[src/rtl/iram_arb_pkg.sv]
// iRAM port arbiter shared definitions.
// State and owner encodings, default widths, iRAM depth.
package iram_arb_pkg;

    localparam int ADDR_W_DEF = 8;
    localparam int DATA_W_DEF = 24;
    localparam int IRAM_DEPTH = 1 << ADDR_W_DEF;

    typedef enum logic [2:0] {
        ST_RUN,
        ST_IDLE,
        ST_WRITE,
        ST_READ,
        ST_READ_CAP,
        ST_RD_DONE,
        ST_HOLD
    } state_e;

    typedef enum logic [1:0] {
        OWN_NONE  = 2'd0,
        OWN_FETCH = 2'd1,
        OWN_WRITE = 2'd2,
        OWN_DEBUG = 2'd3
    } owner_e;

    // Round-robin memory: which class got the last grant.
    localparam logic GRANT_WR  = 1'b0;
    localparam logic GRANT_DBG = 1'b1;

endpackage

[src/rtl/iram_port_arbiter_if.sv]
// Requester, RAM-port and status bundle of the iRAM arbiter.
// slave = arbiter side, master = requesters / RAM side.
interface iram_port_arbiter_if #(
    parameter int ADDR_W = 8,
    parameter int DATA_W = 24
);
    logic              cpu_paused;
    logic [ADDR_W-1:0] fetch_addr;
    logic [DATA_W-1:0] fetch_instr;
    logic              fetch_valid;
    logic              wr_req;
    logic [ADDR_W-1:0] wr_addr;
    logic [DATA_W-1:0] wr_data;
    logic              wr_ack;
    logic              dbg_rd_req;
    logic [ADDR_W-1:0] dbg_rd_addr;
    logic [DATA_W-1:0] dbg_rd_data;
    logic              dbg_rd_valid;
    logic              ram_en;
    logic              ram_we;
    logic [ADDR_W-1:0] ram_addr;
    logic [DATA_W-1:0] ram_wdata;
    logic [DATA_W-1:0] ram_rdata;
    logic [1:0]        owner;
    logic              wr_blocked;

    modport slave (
        input  cpu_paused, fetch_addr,
        input  wr_req, wr_addr, wr_data,
        input  dbg_rd_req, dbg_rd_addr,
        input  ram_rdata,
        output fetch_instr, fetch_valid,
        output wr_ack,
        output dbg_rd_data, dbg_rd_valid,
        output ram_en, ram_we, ram_addr, ram_wdata,
        output owner, wr_blocked
    );

    modport master (
        output cpu_paused, fetch_addr,
        output wr_req, wr_addr, wr_data,
        output dbg_rd_req, dbg_rd_addr,
        output ram_rdata,
        input  fetch_instr, fetch_valid,
        input  wr_ack,
        input  dbg_rd_data, dbg_rd_valid,
        input  ram_en, ram_we, ram_addr, ram_wdata,
        input  owner, wr_blocked
    );

endinterface

[src/rtl/iram_port_arbiter.sv]
// Single iRAM port shared by CPU fetch, loader writes
// and debug reads; fetch owns it while the CPU runs.
module iram_port_arbiter
    import iram_arb_pkg::*;
#(
    parameter int ADDR_W = ADDR_W_DEF,
    parameter int DATA_W = DATA_W_DEF
) (
    input  logic                clk,
    input  logic                rst,
    iram_port_arbiter_if.slave  bus
);

    state_e            state_q, state_d;
    logic              last_q, last_d;
    logic [ADDR_W-1:0] addr_q, addr_d;
    logic [DATA_W-1:0] wdata_q, wdata_d;
    logic [DATA_W-1:0] rd_data_q, rd_data_d;
    logic              fv_q, fv_d;
    logic              blk_q, blk_d;
    logic              wr_wins;

    // Next-state, arbitration and latch capture.
    always_comb begin
        state_d   = state_q;
        last_d    = last_q;
        addr_d    = addr_q;
        wdata_d   = wdata_q;
        rd_data_d = rd_data_q;
        fv_d      = (state_q == ST_RUN);
        blk_d     = blk_q;
        wr_wins   = bus.wr_req &
                    (~bus.dbg_rd_req | (last_q == GRANT_DBG));
        if (bus.wr_req &&
            ((state_q == ST_RUN) ||
             ((state_q == ST_IDLE) && !bus.cpu_paused)))
            blk_d = 1'b1;
        unique case (state_q)
            ST_RUN: begin
                if (bus.cpu_paused)
                    state_d = ST_IDLE;
            end
            ST_IDLE: begin
                if (!bus.cpu_paused) begin
                    state_d = ST_RUN;
                end else if (wr_wins) begin
                    addr_d  = bus.wr_addr;
                    wdata_d = bus.wr_data;
                    last_d  = GRANT_WR;
                    state_d = ST_WRITE;
                end else if (bus.dbg_rd_req) begin
                    addr_d  = bus.dbg_rd_addr;
                    last_d  = GRANT_DBG;
                    state_d = ST_READ;
                end
            end
            ST_WRITE:    state_d = ST_HOLD;
            ST_READ:     state_d = ST_READ_CAP;
            ST_READ_CAP: begin
                rd_data_d = bus.ram_rdata;
                state_d   = ST_RD_DONE;
            end
            ST_RD_DONE:  state_d = ST_HOLD;
            ST_HOLD:     state_d = ST_IDLE;
            default:     state_d = ST_IDLE;
        endcase
    end

    // State and latch registers; async reset lands in IDLE.
    always_ff @(posedge clk or posedge rst) begin
        if (rst) begin
            state_q   <= ST_IDLE;
            last_q    <= GRANT_DBG;
            addr_q    <= '0;
            wdata_q   <= '0;
            rd_data_q <= '0;
            fv_q      <= 1'b0;
            blk_q     <= 1'b0;
        end else begin
            state_q   <= state_d;
            last_q    <= last_d;
            addr_q    <= addr_d;
            wdata_q   <= wdata_d;
            rd_data_q <= rd_data_d;
            fv_q      <= fv_d;
            blk_q     <= blk_d;
        end
    end

    // Port and handshake outputs decoded from registered state.
    always_comb begin
        bus.ram_en       = 1'b0;
        bus.ram_we       = 1'b0;
        bus.ram_addr     = '0;
        bus.ram_wdata    = '0;
        bus.wr_ack       = 1'b0;
        bus.dbg_rd_valid = 1'b0;
        bus.owner        = OWN_NONE;
        unique case (state_q)
            ST_RUN: begin
                bus.ram_en   = 1'b1;
                bus.ram_addr = bus.fetch_addr;
                bus.owner    = OWN_FETCH;
            end
            ST_WRITE: begin
                bus.ram_en    = 1'b1;
                bus.ram_we    = 1'b1;
                bus.ram_addr  = addr_q;
                bus.ram_wdata = wdata_q;
                bus.wr_ack    = 1'b1;
                bus.owner     = OWN_WRITE;
            end
            ST_READ: begin
                bus.ram_en   = 1'b1;
                bus.ram_addr = addr_q;
                bus.owner    = OWN_DEBUG;
            end
            ST_RD_DONE: bus.dbg_rd_valid = 1'b1;
            default: ;
        endcase
    end

    assign bus.fetch_instr = bus.ram_rdata;
    assign bus.fetch_valid = fv_q;
    assign bus.dbg_rd_data = rd_data_q;
    assign bus.wr_blocked  = blk_q;

endmodule

[src/flat_wrapper.sv]
// flat-port wrapper written by rule: the top's interface ports become plain ports
module iram_port_arbiter_flat import iram_arb_pkg::*;
#(
    parameter int ADDR_W = ADDR_W_DEF,
    parameter int DATA_W = DATA_W_DEF
)
  (clk, rst, bus_cpu_paused, bus_fetch_addr, bus_wr_req, bus_wr_addr, bus_wr_data, bus_dbg_rd_req, bus_dbg_rd_addr, bus_ram_rdata, bus_fetch_instr, bus_fetch_valid, bus_wr_ack, bus_dbg_rd_data, bus_dbg_rd_valid, bus_ram_en, bus_ram_we, bus_ram_addr, bus_ram_wdata, bus_owner, bus_wr_blocked);
  iram_port_arbiter_if #(.ADDR_W(ADDR_W), .DATA_W(DATA_W)) bus_i ();
  input  logic clk;
  input  logic rst;
  input wire logic [$bits(bus_i.cpu_paused)-1:0] bus_cpu_paused;
  input wire logic [$bits(bus_i.fetch_addr)-1:0] bus_fetch_addr;
  input wire logic [$bits(bus_i.wr_req)-1:0] bus_wr_req;
  input wire logic [$bits(bus_i.wr_addr)-1:0] bus_wr_addr;
  input wire logic [$bits(bus_i.wr_data)-1:0] bus_wr_data;
  input wire logic [$bits(bus_i.dbg_rd_req)-1:0] bus_dbg_rd_req;
  input wire logic [$bits(bus_i.dbg_rd_addr)-1:0] bus_dbg_rd_addr;
  input wire logic [$bits(bus_i.ram_rdata)-1:0] bus_ram_rdata;
  output wire logic [$bits(bus_i.fetch_instr)-1:0] bus_fetch_instr;
  output wire logic [$bits(bus_i.fetch_valid)-1:0] bus_fetch_valid;
  output wire logic [$bits(bus_i.wr_ack)-1:0] bus_wr_ack;
  output wire logic [$bits(bus_i.dbg_rd_data)-1:0] bus_dbg_rd_data;
  output wire logic [$bits(bus_i.dbg_rd_valid)-1:0] bus_dbg_rd_valid;
  output wire logic [$bits(bus_i.ram_en)-1:0] bus_ram_en;
  output wire logic [$bits(bus_i.ram_we)-1:0] bus_ram_we;
  output wire logic [$bits(bus_i.ram_addr)-1:0] bus_ram_addr;
  output wire logic [$bits(bus_i.ram_wdata)-1:0] bus_ram_wdata;
  output wire logic [$bits(bus_i.owner)-1:0] bus_owner;
  output wire logic [$bits(bus_i.wr_blocked)-1:0] bus_wr_blocked;
  assign bus_i.cpu_paused = bus_cpu_paused;
  assign bus_i.fetch_addr = bus_fetch_addr;
  assign bus_i.wr_req = bus_wr_req;
  assign bus_i.wr_addr = bus_wr_addr;
  assign bus_i.wr_data = bus_wr_data;
  assign bus_i.dbg_rd_req = bus_dbg_rd_req;
  assign bus_i.dbg_rd_addr = bus_dbg_rd_addr;
  assign bus_i.ram_rdata = bus_ram_rdata;
  assign bus_fetch_instr = bus_i.fetch_instr;
  assign bus_fetch_valid = bus_i.fetch_valid;
  assign bus_wr_ack = bus_i.wr_ack;
  assign bus_dbg_rd_data = bus_i.dbg_rd_data;
  assign bus_dbg_rd_valid = bus_i.dbg_rd_valid;
  assign bus_ram_en = bus_i.ram_en;
  assign bus_ram_we = bus_i.ram_we;
  assign bus_ram_addr = bus_i.ram_addr;
  assign bus_ram_wdata = bus_i.ram_wdata;
  assign bus_owner = bus_i.owner;
  assign bus_wr_blocked = bus_i.wr_blocked;
  iram_port_arbiter #(.ADDR_W(ADDR_W), .DATA_W(DATA_W)) u_core (.clk(clk), .rst(rst), .bus(bus_i));
endmodule
[config.mk]
export PLATFORM = sky130hd
export DESIGN_NAME = iram_port_arbiter_flat
export DESIGN_NICKNAME = d
export VERILOG_FILES = /design/src/rtl/iram_arb_pkg.sv /design/src/rtl/iram_port_arbiter_if.sv /design/src/rtl/iram_port_arbiter.sv /design/src/flat_wrapper.sv
export SDC_FILE = /design/constraint.sdc
export NUM_CORES = 1
export LEC_CHECK = 0
export BUFFER_PORTS_ARGS = -buffer_cell sky130_fd_sc_hd__buf_4
export CORE_MARGIN = 3
export CORE_UTILIZATION = 40
export DETAILED_ROUTE_END_ITERATION = 12
export GPL_TIMING_DRIVEN = 1
export HOLD_SLACK_MARGIN = 0.06
export PLACE_DENSITY = 0.79
export SYNTH_ARGS = -nofsm -noshare
export SYNTH_HDL_FRONTEND = slang
export SYNTH_SLANG_ARGS = --single-unit
[constraint.sdc]
create_clock -name clk -period 1.9 [get_ports clk]
set_clock_uncertainty 0.05 [all_clocks]
set_input_delay 0.285 -clock clk [delete_from_list [all_inputs] [get_ports clk]]
set_output_delay 0.285 -clock clk [all_outputs]
set_load 0.02 [all_outputs]
==> results.sh <==
export IMPL_synth_top_cell_by_area="dfrtp_1"
export IMPL_wl_per_cell_um=16.09
export IMPL_layout_setup_ws_ps=34.60
export IMPL_cts_max_path_buffers=2
export IMPL_async_flop_share_pct=100.0
export IMPL_synth_top_family_by_area="multiplexers"
export IMPL_cp_slowest_cell="dfstp_2"
export IMPL_cts_root_buf="clkbuf_8"
export IMPL_rows=30
export IMPL_port_buffer_count=164
export IMPL_drive_gt1_share_pct=69.90
export IMPL_synth_top_area_share_pct=50.08
export IMPL_yosys_warnings=0
export IMPL_grt_usage_pct=18.10
export IMPL_start_util_pct=42.71
export IMPL_clk_pin_slew_ps=70
export IMPL_drv_cap=0
export IMPL_period_minus_slack_ps=1865
export IMPL_syn_cell_area_um2=2998
export IMPL_drtIter0Drc=48
export IMPL_dpl_worst_slack_ps=115.2
export IMPL_worstMarginPinSlew_ps=531.5
export IMPL_diodes=0
export IMPL_yosysSeqAreaShare_pct=51.84
export IMPL_synthToLayoutAreaGrowth_pct=56.05
export IMPL_worstPathCellList="buf_8, nor3_4, buf_12, a22o_1, buf_6"
export IMPL_fmax_mhz=536.1
export IMPL_path_buf_inv=3
export IMPL_synth_area_per_cell_um2=13.32
export IMPL_nFillCells=529
export IMPL_worstPathRequired_ps=1560
export IMPL_synthAdderAreaFrac_pct=0
export IMPL_place_congestion=0.7133
export IMPL_synthCells=225
export IMPL_grt_pass1_wl_um=12070
export IMPL_hold_violations=0
export IMPL_synth_simple_area_share_pct=8.222
export IMPL_crit_type="reg2out"
export IMPL_drc=0
export IMPL_viasPerCell=4.957
export IMPL_status="finished clean"
export IMPL_fin_crit_sh_pct=98.18
export IMPL_synth_cell_types=30
export IMPL_cts_sinks=62
export IMPL_crit_path_start_kind="flop"
export IMPL_synthTopCellsByArea="dfrtp_1 50%, mux2_2 11%, mux2_4 10%"
export IMPL_first_pass_iters=4
export IMPL_cts_tree="yes"
export IMPL_p_leak_nw=2.354
export IMPL_fin_setup_tns_ps=0
export IMPL_synthFlopType="dfrtp_1"
export IMPL_muxShareOfSynthArea_pct=20.53
export IMPL_critical_path_arrival_ps=1530
export IMPL_overflow=0
export IMPL_peakVddDrop_uv=760.9
export IMPL_critPathCaptureType="primary output"
export IMPL_hold_class="in2reg"
export IMPL_die_x_um=92.57
export IMPL_slew_violations=0
export IMPL_routed_wl_um=7852
export IMPL_dieArea_um2=8569
export IMPL_cts_buffers=9
export IMPL_grt_pass1_vias=2474
export IMPL_cts_max_level=3
export IMPL_antenna_found_initial=0
export IMPL_rsz0062_at_grt="true"
export IMPL_max_slew_margin_pct=64.51
export IMPL_synth_compound_area_share_pct=9.349
export IMPL_io_pins=165
export IMPL_critPathMaxFanout=9
export IMPL_ant_nets=0
export IMPL_final_area_um2=4678
export IMPL_die_h_um=92.57
export IMPL_clk_latency_ps=330
export IMPL_grt_max_degree=25
export IMPL_post_dp_cell_area_um2=4194
export IMPL_dp_hpwl_um=5529
export IMPL_slowest_delay_ps=550
export IMPL_core_um2=7019
export IMPL_fin_nets=464
export IMPL_critical_path_top_delay_family="flip-flops"
export IMPL_syn_nets=302
export IMPL_synth_edf_count=0
export IMPL_powerDensity_nw_per_um2=1536
export IMPL_finalPower_mw=7.185
export IMPL_ys_seq_elements=62
export IMPL_finalSetupViolCount=0
export IMPL_synth_xor_area_share_pct=0.5843
export IMPL_final_util_pct=66.65
export IMPL_vias=2419
==> logic make-up (layout without fill, tap and decap cells) <==
group	count (synthesis)	after routing
and+or+nand+nor	36	37
buffers and inverters	42	208
muxes	48	48
AOI/OAI and AO/OA	35	35
DFF	62	62
xor gates and xnor gates	2	2
==> stage by stage <==
stage,hold WS [ps],instances
6_report,124.4,488
5_1_grt,98.17,488
4_1_cts,111.6,482
3_5_place_dp,325.1,458
3_3_place_gp,303.8,458
2_1_floorplan,383.5,225
==> worst register-to-register path, stage by stage (launching register included) <==
cell and delay, ps:
dfrtp_1 390, buf_4 130, and4bb_2 330, buf_4 190, o21a_1 330, a2bb2oi_1 240
==> worst paths after layout <==
path / startpoint / to / slack, ps / cells after the start
setup / recovery: u_core.state_q[0]$_DFFE_PP1P_ / bus_ram_addr[2] / 30 / 5
hold reg to reg: u_core.bus.wr_blocked$_DFFE_PP0P_ / u_core.bus.wr_blocked$_DFFE_PP0P_ / 440 / 1
max in group asynchronous: rst / u_core.bus.dbg_rd_data[17]$_DFFE_PP0N_ / 620 / 4
setup reg to reg: u_core.state_q[2]$_DFFE_PP0P_ / u_core.addr_q[2]$_DFFE_PP0P_ / 150 / 5
hold / removal: bus_wr_data[19] / u_core.wdata_q[19]$_DFFE_PP0P_ / 120 / 2
min in group asynchronous: rst / u_core.bus.dbg_rd_data[0]$_DFFE_PP0N_ / 510 / 3
==> synth_stat cells (3+ instances only) <==
master	number
a21oi_1	4
mux2_2	28
and2_1	24
a22o_1	8
o32ai_1	8
buf_4	28
mux2_4	20
buf_2	5
a2bb2oi_1	8
nor3_2	3
nor2_1	3
dfrtp_1	60
inv_1	3
==> cell usage in the layout, fill, tap and decap left out, types with 3 or more instances in the layout <==
master,Yosys,routed
buf_12,0,4
a2bb2oi_1,8,8
o32ai_1,8,8
mux2_2,28,28
clkinv_2,0,5
nor2_1,3,3
clkbuf_8,0,10
a22o_1,8,8
nor3_4,0,4
and2_1,24,12
buf_4,28,149
a21oi_1,4,4
mux2_4,20,20
and2_4,0,12
dfrtp_1,60,60
buf_6,2,33
==> where the power goes <==
group / switching (mW) / internal [mW] / leakage, nW
Sequential: 0.375 / 2.00 / 0.732
Clock: 0.480 / 0.497 / 0.0926
Combinational: 1.74 / 2.10 / 1.53
==> routing by layer <==
metal / vias to the layer above / wire (um) / GRT usage (%)
met2: 119 / 4165 / 31.30
met3: 9 / 746 / 6.661
li1: 1102 / - / -
met1: 1189 / 2871 / 20.65
met5: - / 0 / 0
met4: 0 / 68 / 5.941
==> state kept, by name (all words and copies together) (netlist names) <==
register                count
u_core.addr_q               8
u_core.bus.dbg_rd_data     24
u_core.bus.fetch_valid      1
u_core.bus.wr_blocked       1
u_core.last_q               1
u_core.state_q              3
u_core.wdata_q             24
==> what timing repair did <==
item	CTS	global route
setup endpoints to repair	32	34
buffers inserted	7	6
gates cloned	1	0
hold buffers	1	0
endpoints found under the hold margin	20	0
pin swaps	3	9
gates resized for setup	8	44
==> cell type report <==
type                    instances  area (um2)  share of cell area (%)
inverters                       4       17.52                  0.3744
well taps                      96       120.1                   2.568
flip-flops and latches         62        1554                   33.22
repair buffers                188        1595                   34.10
multi-input cells             122        1225                   26.18
clock inverters                 5       25.02                  0.5349
clock buffers                  11       141.4                   3.022
Power figures use the tool's default switching activity.
